--- src/rtl/rf_writeback_pkg.sv ---
// Shared types and constants for the write-back stage.
// Latency: n/a (declarations only).
// Backpressure: n/a.
// Contents: register count/address width used across the core, and the
// write-source tag that tells the scoreboard which writes retire a busy bit.
package rf_writeback_pkg;

  // Register file geometry shared with the decoder.
  localparam int NREGS_DEF = 16;
  localparam int RA_W      = 4;

  typedef logic [RA_W-1:0] reg_addr_t;

  // Origin of the write currently presented on we/rd/wdata.
  typedef enum logic [1:0] {
    SRC_NONE = 2'd0,
    SRC_ALU  = 2'd1,
    SRC_FIFO = 2'd2
  } wb_src_t;

endpackage

--- src/rtl/rf_writeback_fifo.sv ---
// Small synchronous FIFO holding multi-cycle results {rd, data}.
// Latency: a pushed entry is visible on dout/!empty the cycle after the push.
// Backpressure: full is registered state only; push when full and pop when empty are ignored.
// Ports: clk, rst (sync, active-high); push/din write side; pop/dout read side
// (dout shows the head entry whenever !empty); full/empty derived from the count.
module wb_fifo #(
  parameter int DEPTH = 2,
  parameter int W     = 36
) (
  input  logic         clk,
  input  logic         rst,
  input  logic         push,
  input  logic [W-1:0] din,
  input  logic         pop,
  output logic [W-1:0] dout,
  output logic         full,
  output logic         empty
);

  // DEPTH is a power of two, so pointers wrap for free.
  localparam int PW = $clog2(DEPTH);
  localparam int CW = PW + 1;

  logic [W-1:0]  r_mem [DEPTH];
  logic [PW-1:0] r_wr_ptr;
  logic [PW-1:0] r_rd_ptr;
  logic [CW-1:0] r_count;

  logic w_do_push;
  logic w_do_pop;

  assign full      = (r_count == CW'(DEPTH));
  assign empty     = (r_count == '0);
  assign w_do_push = push && !full;
  assign w_do_pop  = pop && !empty;
  assign dout      = r_mem[r_rd_ptr];

  // Storage needs no reset: nothing reads it while the count is zero.
  always_ff @(posedge clk) begin
    if (w_do_push) begin
      r_mem[r_wr_ptr] <= din;
    end
  end

  always_ff @(posedge clk) begin
    if (rst) begin
      r_wr_ptr <= '0;
      r_rd_ptr <= '0;
      r_count  <= '0;
    end else begin
      if (w_do_push) begin
        r_wr_ptr <= r_wr_ptr + 1'b1;
      end
      if (w_do_pop) begin
        r_rd_ptr <= r_rd_ptr + 1'b1;
      end
      case ({w_do_push, w_do_pop})
        2'b10:   r_count <= r_count + CW'(1);
        2'b01:   r_count <= r_count - CW'(1);
        default: r_count <= r_count;
      endcase
    end
  end

endmodule

--- src/rtl/rf_writeback.sv ---
// Write-back stage: merges ALU and buffered multi-cycle results into one register write per cycle, plus busy scoreboard.
// Latency: a result winning arbitration at edge N drives we=1 in cycle N+1 (written at edge N+2).
// Backpressure: mem_ready from FIFO fullness only; alu_ready drops for one cycle when a starved FIFO head is forced through.
// Ports: clk, rst (sync, active-high); alu_valid/alu_ready/alu_rd/alu_data single-cycle results;
// mem_valid/mem_ready/mem_rd/mem_data multi-cycle results; issue_valid/issue_rd mark a pending
// long-latency destination; busy scoreboard; we/rd/wdata register file write port.
module rf_writeback
  import rf_writeback_pkg::*;
#(
  parameter int NREGS      = NREGS_DEF,
  parameter int XLEN       = 32,
  parameter int DEPTH      = 2,
  parameter int STARVE_MAX = 4
) (
  input  logic             clk,
  input  logic             rst,
  input  logic             alu_valid,
  output logic             alu_ready,
  input  logic [RA_W-1:0]  alu_rd,
  input  logic [XLEN-1:0]  alu_data,
  input  logic             mem_valid,
  output logic             mem_ready,
  input  logic [RA_W-1:0]  mem_rd,
  input  logic [XLEN-1:0]  mem_data,
  input  logic             issue_valid,
  input  logic [RA_W-1:0]  issue_rd,
  output logic [NREGS-1:0] busy,
  output logic             we,
  output logic [RA_W-1:0]  rd,
  output logic [XLEN-1:0]  wdata
);

  localparam int SW = $clog2(STARVE_MAX + 1);
  localparam int EW = RA_W + XLEN;

  logic            w_full;
  logic            w_empty;
  logic            w_push;
  logic [EW-1:0]   w_fifo_dout;
  logic            w_starved;
  logic            w_fifo_win;
  logic            w_alu_win;
  logic [NREGS-1:0] w_busy_set;
  logic [NREGS-1:0] w_busy_clr;

  logic [SW-1:0]    r_starve;
  logic             r_we;
  reg_addr_t        r_rd;
  logic [XLEN-1:0]  r_wdata;
  wb_src_t          r_src;
  logic [NREGS-1:0] r_busy;

  wb_fifo #(
    .DEPTH (DEPTH),
    .W     (EW)
  ) u_fifo (
    .clk   (clk),
    .rst   (rst),
    .push  (w_push),
    .din   ({mem_rd, mem_data}),
    .pop   (w_fifo_win),
    .dout  (w_fifo_dout),
    .full  (w_full),
    .empty (w_empty)
  );

  // mem_ready looks only at registered fullness, never at this cycle's pop.
  assign mem_ready = !w_full && !rst;
  assign w_push    = mem_valid && mem_ready;

  // FIFO takes the port when the ALU is idle, or when it has lost STARVE_MAX
  // times in a row; in the latter case the ALU is told to hold its result.
  assign w_starved  = (r_starve == SW'(STARVE_MAX));
  assign w_fifo_win = !w_empty && (!alu_valid || w_starved);
  assign w_alu_win  = alu_valid && !w_fifo_win;
  assign alu_ready  = !(!w_empty && w_starved);

  always_ff @(posedge clk) begin
    if (rst) begin
      r_starve <= '0;
    end else if (w_empty || w_fifo_win) begin
      r_starve <= '0;
    end else if (w_alu_win && !w_starved) begin
      r_starve <= r_starve + 1'b1;
    end
  end

  // Output registers; rd/wdata keep their last value on idle cycles.
  always_ff @(posedge clk) begin
    if (rst) begin
      r_we    <= 1'b0;
      r_rd    <= '0;
      r_wdata <= '0;
      r_src   <= SRC_NONE;
    end else begin
      r_we <= w_fifo_win || w_alu_win;
      if (w_fifo_win) begin
        r_rd    <= w_fifo_dout[EW-1:XLEN];
        r_wdata <= w_fifo_dout[XLEN-1:0];
        r_src   <= SRC_FIFO;
      end else if (w_alu_win) begin
        r_rd    <= alu_rd;
        r_wdata <= alu_data;
        r_src   <= SRC_ALU;
      end else begin
        r_src   <= SRC_NONE;
      end
    end
  end

  // Only a FIFO-sourced write retires a pending destination; the clear lands on
  // the edge that actually writes the register file. A same-edge set wins.
  assign w_busy_set = issue_valid ? (NREGS'(1) << issue_rd) : '0;
  assign w_busy_clr = (r_src == SRC_FIFO) ? (NREGS'(1) << r_rd) : '0;

  always_ff @(posedge clk) begin
    if (rst) begin
      r_busy <= '0;
    end else begin
      r_busy <= (r_busy & ~w_busy_clr) | w_busy_set;
    end
  end

  assign busy  = r_busy;
  assign we    = r_we;
  assign rd    = r_rd;
  assign wdata = r_wdata;

endmodule

--- config.mk ---
export PLATFORM = sky130hd
export DESIGN_NAME = rf_writeback
export DESIGN_NICKNAME = d
export VERILOG_FILES = /design/src/rtl/rf_writeback_pkg.sv /design/src/rtl/rf_writeback_fifo.sv /design/src/rtl/rf_writeback.sv
export SDC_FILE = /design/constraint.sdc
export NUM_CORES = 1
export LEC_CHECK = 0
export ABC_CLOCK_PERIOD_IN_PS = 4900
export BUFFER_PORTS_ARGS = -buffer_cell sky130_fd_sc_hd__buf_2
export CAP_MARGIN = 40
export CORE_ASPECT_RATIO = 0.6
export CORE_MARGIN = 4
export CORE_UTILIZATION = 50
export DETAILED_ROUTE_END_ITERATION = 6
export PLACE_DENSITY = 0.88
export REMOVE_ABC_BUFFERS = 1
export SYNTH_ARGS = -nofsm -noshare
export SYNTH_HDL_FRONTEND = slang
export SYNTH_SLANG_ARGS = --single-unit
--- constraint.sdc ---
create_clock -name clk -period 4.9 [get_ports clk]
set_input_delay 0.245 -clock clk [delete_from_list [all_inputs] [get_ports clk]]
set_output_delay 0.245 -clock clk [all_outputs]
set_load 0.01 [all_outputs]
After elaboration in Yosys (flattened, before gate mapping)
Memory sizes are Yosys's and may differ from the RTL's. A register that Yosys moved wholly into a read port is not among the register bits.
Index checks and enable logic that the tools add are counted.
{"block": "word_totals", "regBits": 62, "latch_bits": 0, "ramBits": 72, "rom_bits": 0, "output_inout_bits": 55, "elab_cells": 62, "n_memories": 1}
{"memory": "u_fifo.r_mem", "depth": 2, "word_bits": 36, "read_ports": 1, "rd_clocked_by_memory_dff": 1, "write_ports": 1, "line": "rf_writeback_fifo.sv:24", "source": "logic [W-1:0] r_mem [DEPTH];"}
{"block": "op_classes", "add_sub_neg": 5, "mul": 0, "n_div": 0, "n_lt_le_gt_ge": 0, "n_eq_ne": 5, "shifts": 2, "mux": 13, "bitwise": 3, "n_reduce_logical": 23}
{"operator": "$mux W32", "count": 2}
{"operator": "$mux W16", "count": 2}
{"operator": "$shl A1 B4 Y16 const A", "count": 2}
{"operator": "$and A16 B16 Y16", "count": 1}
{"operator": "$not A16 Y16", "count": 1}
{"operator": "$or A16 B16 Y16", "count": 1}
{"operator": "$logic_and A1 B1 Y1", "count": 8}
{"operator": "$mux W4", "count": 2}
{"operator": "$logic_not A1 Y1", "count": 7}
{"operator": "$eq A2 B2 Y1 const B", "count": 3}
{"operator": "$mux W1", "count": 5}
{"operator": "$pmux W2 S2", "count": 1}
{"operator": "$reduce_bool A2 Y1", "count": 2}
{"operator": "$reduce_or A2 Y1", "count": 2}
{"operator": "$add A3 B1 Y3 const B", "count": 1}
{"operator": "$eq A3 B3 Y1 const B", "count": 1}
{"operator": "$logic_or A1 B1 Y1", "count": 3}
{"operator": "$add A1 B1 Y1 const B", "count": 2}
{"operator": "$add A2 B1 Y2 const B", "count": 1}
{"operator": "$eq A2 B1 Y1 const B", "count": 1}
{"operator": "$logic_not A2 Y1", "count": 1}
{"operator": "$mux W2", "count": 1}
{"operator": "$sub A2 B1 Y2 const B", "count": 1}

Logic depth before layout (Yosys ltp)
{"block": "depth", "ltp_word": 7, "depth_mapped": 9}

By module
From an unflattened synthesis, not the netlist that was laid out.
{"block": "unflattened", "hier_cells": 353, "hier_area_um2": 5180.0}
{"mod": "wb_fifo", "n_inst": 1, "cells_each": 138, "area_each_um2": 2811.4, "seq_area_each_um2": 2262.2}
{"mod": "rf_writeback", "n_inst": 1, "cells_each": 215, "area_each_um2": 2368.5, "seq_area_each_um2": 1161.1}

Least setup slack after synthesis
OpenSTA, ideal clock, no wires.
{"block": "synth_path", "path_kind": "reg2reg", "from": "register u_fifo.r_count[1]", "to": "memory u_fifo.r_mem[1][0] (enable)", "arrival_ns": 1.678, "required_time_ns": 4.503, "path_slack_ns": 2.825, "path_stages_with_launch": 4, "n_path_buf": 0, "synth_period_minus_slack_ns": 2.075, "path_cell_list": "dfxtp_1 -> nor2b_1 -> nor2_1 -> and3_1"}
{"block": "synth_via", "elab_chain_cells": 7}
{"element": "from (decl)", "line": "rf_writeback_fifo.sv:27", "source": "logic [CW-1:0] r_count;"}
{"element": "from (signal assigned)", "line": "rf_writeback_fifo.sv:58", "source": "2'b10: r_count <= r_count + CW'(1);"}
{"element": "from (signal assigned)", "line": "rf_writeback_fifo.sv:59", "source": "2'b01: r_count <= r_count - CW'(1);"}
{"element": "from (signal assigned)", "line": "rf_writeback_fifo.sv:60", "source": "default: r_count <= r_count;"}
{"element": "$eq A2 B2 Y1", "line": "rf_writeback_fifo.sv:32", "source": "assign full = (r_count == CW'(DEPTH));"}
{"element": "$logic_not A1 Y1", "line": "rf_writeback.sv:68", "source": "assign mem_ready = !w_full && !rst;"}
{"element": "$logic_and A1 B1 Y1", "line": "rf_writeback.sv:68"}
{"element": "net mem_ready", "line": "rf_writeback.sv:22", "source": "output logic mem_ready,"}
{"element": "$logic_and A1 B1 Y1", "line": "rf_writeback.sv:69", "source": "assign w_push = mem_valid && mem_ready;"}
{"element": "$logic_and A1 B1 Y1", "line": "rf_writeback_fifo.sv:34", "source": "assign w_do_push = push && !full;"}
{"element": "$mux W1", "line": "rf_writeback_fifo.sv:40", "source": "if (w_do_push) begin"}
{"element": "$mux W1 (not written as such)", "line": "rf_writeback_fifo.sv:41", "source": "r_mem[r_wr_ptr] <= din;"}
{"element": "to (decl)", "line": "rf_writeback_fifo.sv:24"}
The timed path passes the listed nets, and every way through them passes these cells.

Final worst setup path
{"block": "layout_path", "from": "register r_starve[0]", "to": "register u_fifo.r_count[1]"}
{"block": "layout_via", "elab_chain_cells": 6, "elab_cells_between_ends": 8}
{"element": "from (decl)", "line": "rf_writeback.sv:46", "source": "logic [SW-1:0] r_starve;"}
{"element": "from (signal assigned)", "line": "rf_writeback.sv:84", "source": "r_starve <= r_starve + 1'b1;"}
{"element": "$eq A3 B3 Y1 (*)", "line": "rf_writeback.sv:73", "source": "assign w_starved = (r_starve == SW'(STARVE_MAX));"}
{"element": "$logic_or A1 B1 Y1 (*)", "line": "rf_writeback.sv:74", "source": "assign w_fifo_win = !w_empty && (!alu_valid || w_starved);"}
{"element": "$logic_and A1 B1 Y1 (*)", "line": "rf_writeback.sv:74"}
{"element": "net u_fifo.pop", "line": "rf_writeback_fifo.sv:14", "source": "input logic pop,"}
{"element": "$logic_and A1 B1 Y1 (*)", "line": "rf_writeback_fifo.sv:35", "source": "assign w_do_pop = pop && !empty;"}
{"element": "$eq A2 B1 Y1 or $eq A2 B2 Y1 (tied branches)", "line": "rf_writeback_fifo.sv:57", "source": "case ({w_do_push, w_do_pop})"}
{"element": "$pmux W2 S2 or $reduce_bool A2 Y1 (tied branches)"}
Mark *: on every way through the listed nets, which the timed path passes. The rest lies on a longest branch.
A chain may end at the register's enable or synchronous reset.

==> out/qor.yml <==
synthesis:
  synth_area_leader_cell: "edfxtp_1"
  ys.flop_type: "edfxtp_1"
  synth_seq_cells: 135
  netlist_instances: 438
  synth_edf_count: 72
  synth-warning-count: 0
  netlist_area_um2: 5353
  ys_types: 43
  synth_seq_area_share_pct: 63.96
  synth.avg_cell_area_um2: 12.22
  ys_async_sr_fraction_pct: 0
  synth_top_cell_area_share_pct: 40.39
  synthTopCellsByArea: "edfxtp_1, dfxtp_1, a2111oi_0"
cts:
  postCtsSetupBuffers: 0
  cts_root_buf: "clkbuf_16"
  clkLatencyLatePin_ns: 0.41
  clock_path_buffers: 2
  post_cts_resized: 0
  cts_tree: "yes"
  cts-htree-levels: 4
  clock-sinks: 135
  clk_pin_slew_ns: 0.06
  ctsHoldBuffers: 0
  cts-buffers-inserted: 17
global_routing:
  grt_pass1_wl_um: 21090
  grt_max_degree: 43
  grt_pass1_vias: 4020
  grt_overflow: 0
  track_usage_pct: 22.30
  antenna_found_initial: 1
finish:
  final_common_cell: "buf_2"
  final_cell_mix: "buf_2, edfxtp_1, dfxtp_1"
  fin_area_um2: 6756
  fin_cells: 712
  area_delta_synth_final_pct: 26.23
  final_nets: 648
  num_antenna_cells: 0
  layout-drive-gt1-share_pct: 31.37
floorplanning:
  core-area_um2: 10160
  dieHeight_um: 88.15
  start_util_pct: 52.68
  pin_count: 136
  num_rows: 28
  die_w_um: 141.6
  die-area_um2: 12480
routing:
  antenna_left: 0
  viasPerCell: 5.767
  route.detailed.drc: 0
  drtIter0Drc: 338
  drtPass1Iterations: 7
  routed-via-count: 4106
  wirelength_um: 13640
  wire_per_inst_um: 19.16
worst_setup_path:
  rrSetupSlack_ns: 2.47
  cp_max_fo: 25
  arrival_ns: 2.77
  r2r_cells: 8
  endpoint_kind: "flip-flop"
  worstSetupPathType: "reg2reg"
  required_ns: 5.24
  r2r_start: "r_starve[0]$_SDFFE_PP0P_"
  worstSetupStartpointType: "flip-flop"
  reg2reg_to: "u_fifo.r_count[1]$_SDFFE_PP0P_"
hold_path:
  min_to: "u_fifo.r_mem[0][15]$_DFFE_PP_"
  min_from: "mem_data[15]"
  hp-class: "in2reg"
  worst_hold_path.num_cells: 1
sta:
  fin_ws_ns: 2.469
  fin_crit_ns: 2.431
  setup_tns_ns: 0
  tightest_slew_ns: 0.8884
  maxSlewViolCount: 0
  relSlewSlack_pct: 40.63
  rsz0062_at_grt: "no"
  setup_viol: 0
  finalHoldViolations: 0
  max_freq_ghz: 0.4113
  skew_ns: 0.007435
  min_period_over_period_pct: 49.62
placement:
  place.gp.congestion: 0.8733
  port_buffers: 135
  dpl_worst_slack_ns: 2.521
  hpwl_um: 9137
  placed_cell_area_um2: 6160
  dp_cells: 680
status:
  status: "complete, no violations"
power_and_ir_drop:
  peakVddDrop_mv: 0.2637
  leakagePower_nw: 2.564
  p_per_area_nw_per_um2: 506.7
job:
  max_cap_viol_count: 0
state kept, by name, summed over array words and instances, names as in the netlist, named ones only:
name             count
wdata               32
busy                16
r_starve             3
u_fifo.r_rd_ptr      1
u_fifo.r_mem        72
u_fifo.r_count       2
we                   1
rd                   4
r_src                2
u_fifo.r_wr_ptr      1
layout make-up:
class / count / area [µm²]
flip-flops and latches: 135 / 3425
repair buffers: 141 / 800.8
clock buffers: 18 / 439.2
fillers: 765 / 3403
inverters: 6 / 22.52
well taps: 135 / 168.9
multi-input cells: 263 / 1743
clock inverters: 14 / 157.7
Yosys cell counts (2+ instances only):
library cell,instances
a2111oi_0,36
a21oi_1,40
and2b_1,14
buf_2,13
buf_6,5
clkbuf_1,14
dfxtp_1,63
edfxtp_1,72
ha_1,3
inv_1,5
nand2_1,39
nand2b_1,2
nand3_1,3
nand3b_1,2
nand4bb_1,2
nor2_1,5
nor2b_1,23
nor4_1,2
o211ai_1,12
o21ai_0,18
o311ai_0,3
o31ai_1,37
or3_1,4
xnor2_1,2
critical path, stage by stage, from the launching register on:
cell	delay, ns
dfxtp_1	0.37
inv_1	0.06
ha_1	0.25
a21boi_4	0.48
buf_16	0.23
nor2_1	0.08
ha_1	0.37
or3_1	0.38
a21oi_1	0.14
worst max path at each step:
stage,startpoint,to,slack (ns),cells past startpoint
floorplan,r_starve[0]$_SDFFE_PP0P_,u_fifo.r_count[1]$_SDFFE_PP0P_,2.54,7
global route,r_starve[0]$_SDFFE_PP0P_,u_fifo.r_count[1]$_SDFFE_PP0P_,2.33,8
CTS,r_starve[0]$_SDFFE_PP0P_,u_fifo.r_count[1]$_SDFFE_PP0P_,2.46,8
finish,r_starve[0]$_SDFFE_PP0P_,u_fifo.r_count[1]$_SDFFE_PP0P_,2.47,8
global placement,r_starve[0]$_SDFFE_PP0P_,u_fifo.r_count[1]$_SDFFE_PP0P_,2.45,7
detailed placement,r_starve[0]$_SDFFE_PP0P_,u_fifo.r_count[1]$_SDFFE_PP0P_,2.52,8
report_power, final:
part | leakage (nW) | total [mW] | switching (mW) | internal [mW]
clock network | 0.275 | 1.28 | 0.472 | 0.806
registers | 1.18 | 1.44 | 0.104 | 1.33
logic | 1.11 | 0.707 | 0.443 | 0.264
total | 2.56 | 3.42 | 1.02 | 2.40
logic make-up (layout without fill, tap and decap cells):
logic type / after synthesis / count (layout) / share of synthesized area, %
AOI/OAI and AO/OA: 150 / 150 / 19.40
DFF: 135 / 135 / 63.96
and+or+nand+nor: 107 / 107 / 11.57
buffers and inverters: 40 / 179 / 3.880
adders and majority gates: 3 / 3 / 0.7013
xor gates and xnor gates: 3 / 3 / 0.4910
metrics by stage:
stage / power (mW) / hold slack, ns / utilization [%]
finish: 3.423 / 0.01830 / 66.50
global route: 3.577 / 0.0008989 / 66.50
CTS: 3.439 / 0.006306 / 66.50
detailed placement: 2.163 / 0.4363 / 60.63
global placement: 2.086 / 0.4297 / 59.54
floorplan: 1.834 / 0.3141 / -
routing by layer:
| metal | GRT usage (%) | wire length, µm | vias up |
|---|---|---|---|
| met2 | 35.64 | 6347 | 187 |
| met3 | 7.529 | 1214 | 21 |
| li1 | - | - | 1941 |
| met5 | 0 | 12 | - |
| met1 | 29.12 | 5902 | 1955 |
| met4 | 7.056 | 164 | 2 |
Power figures use the tool's default switching activity.
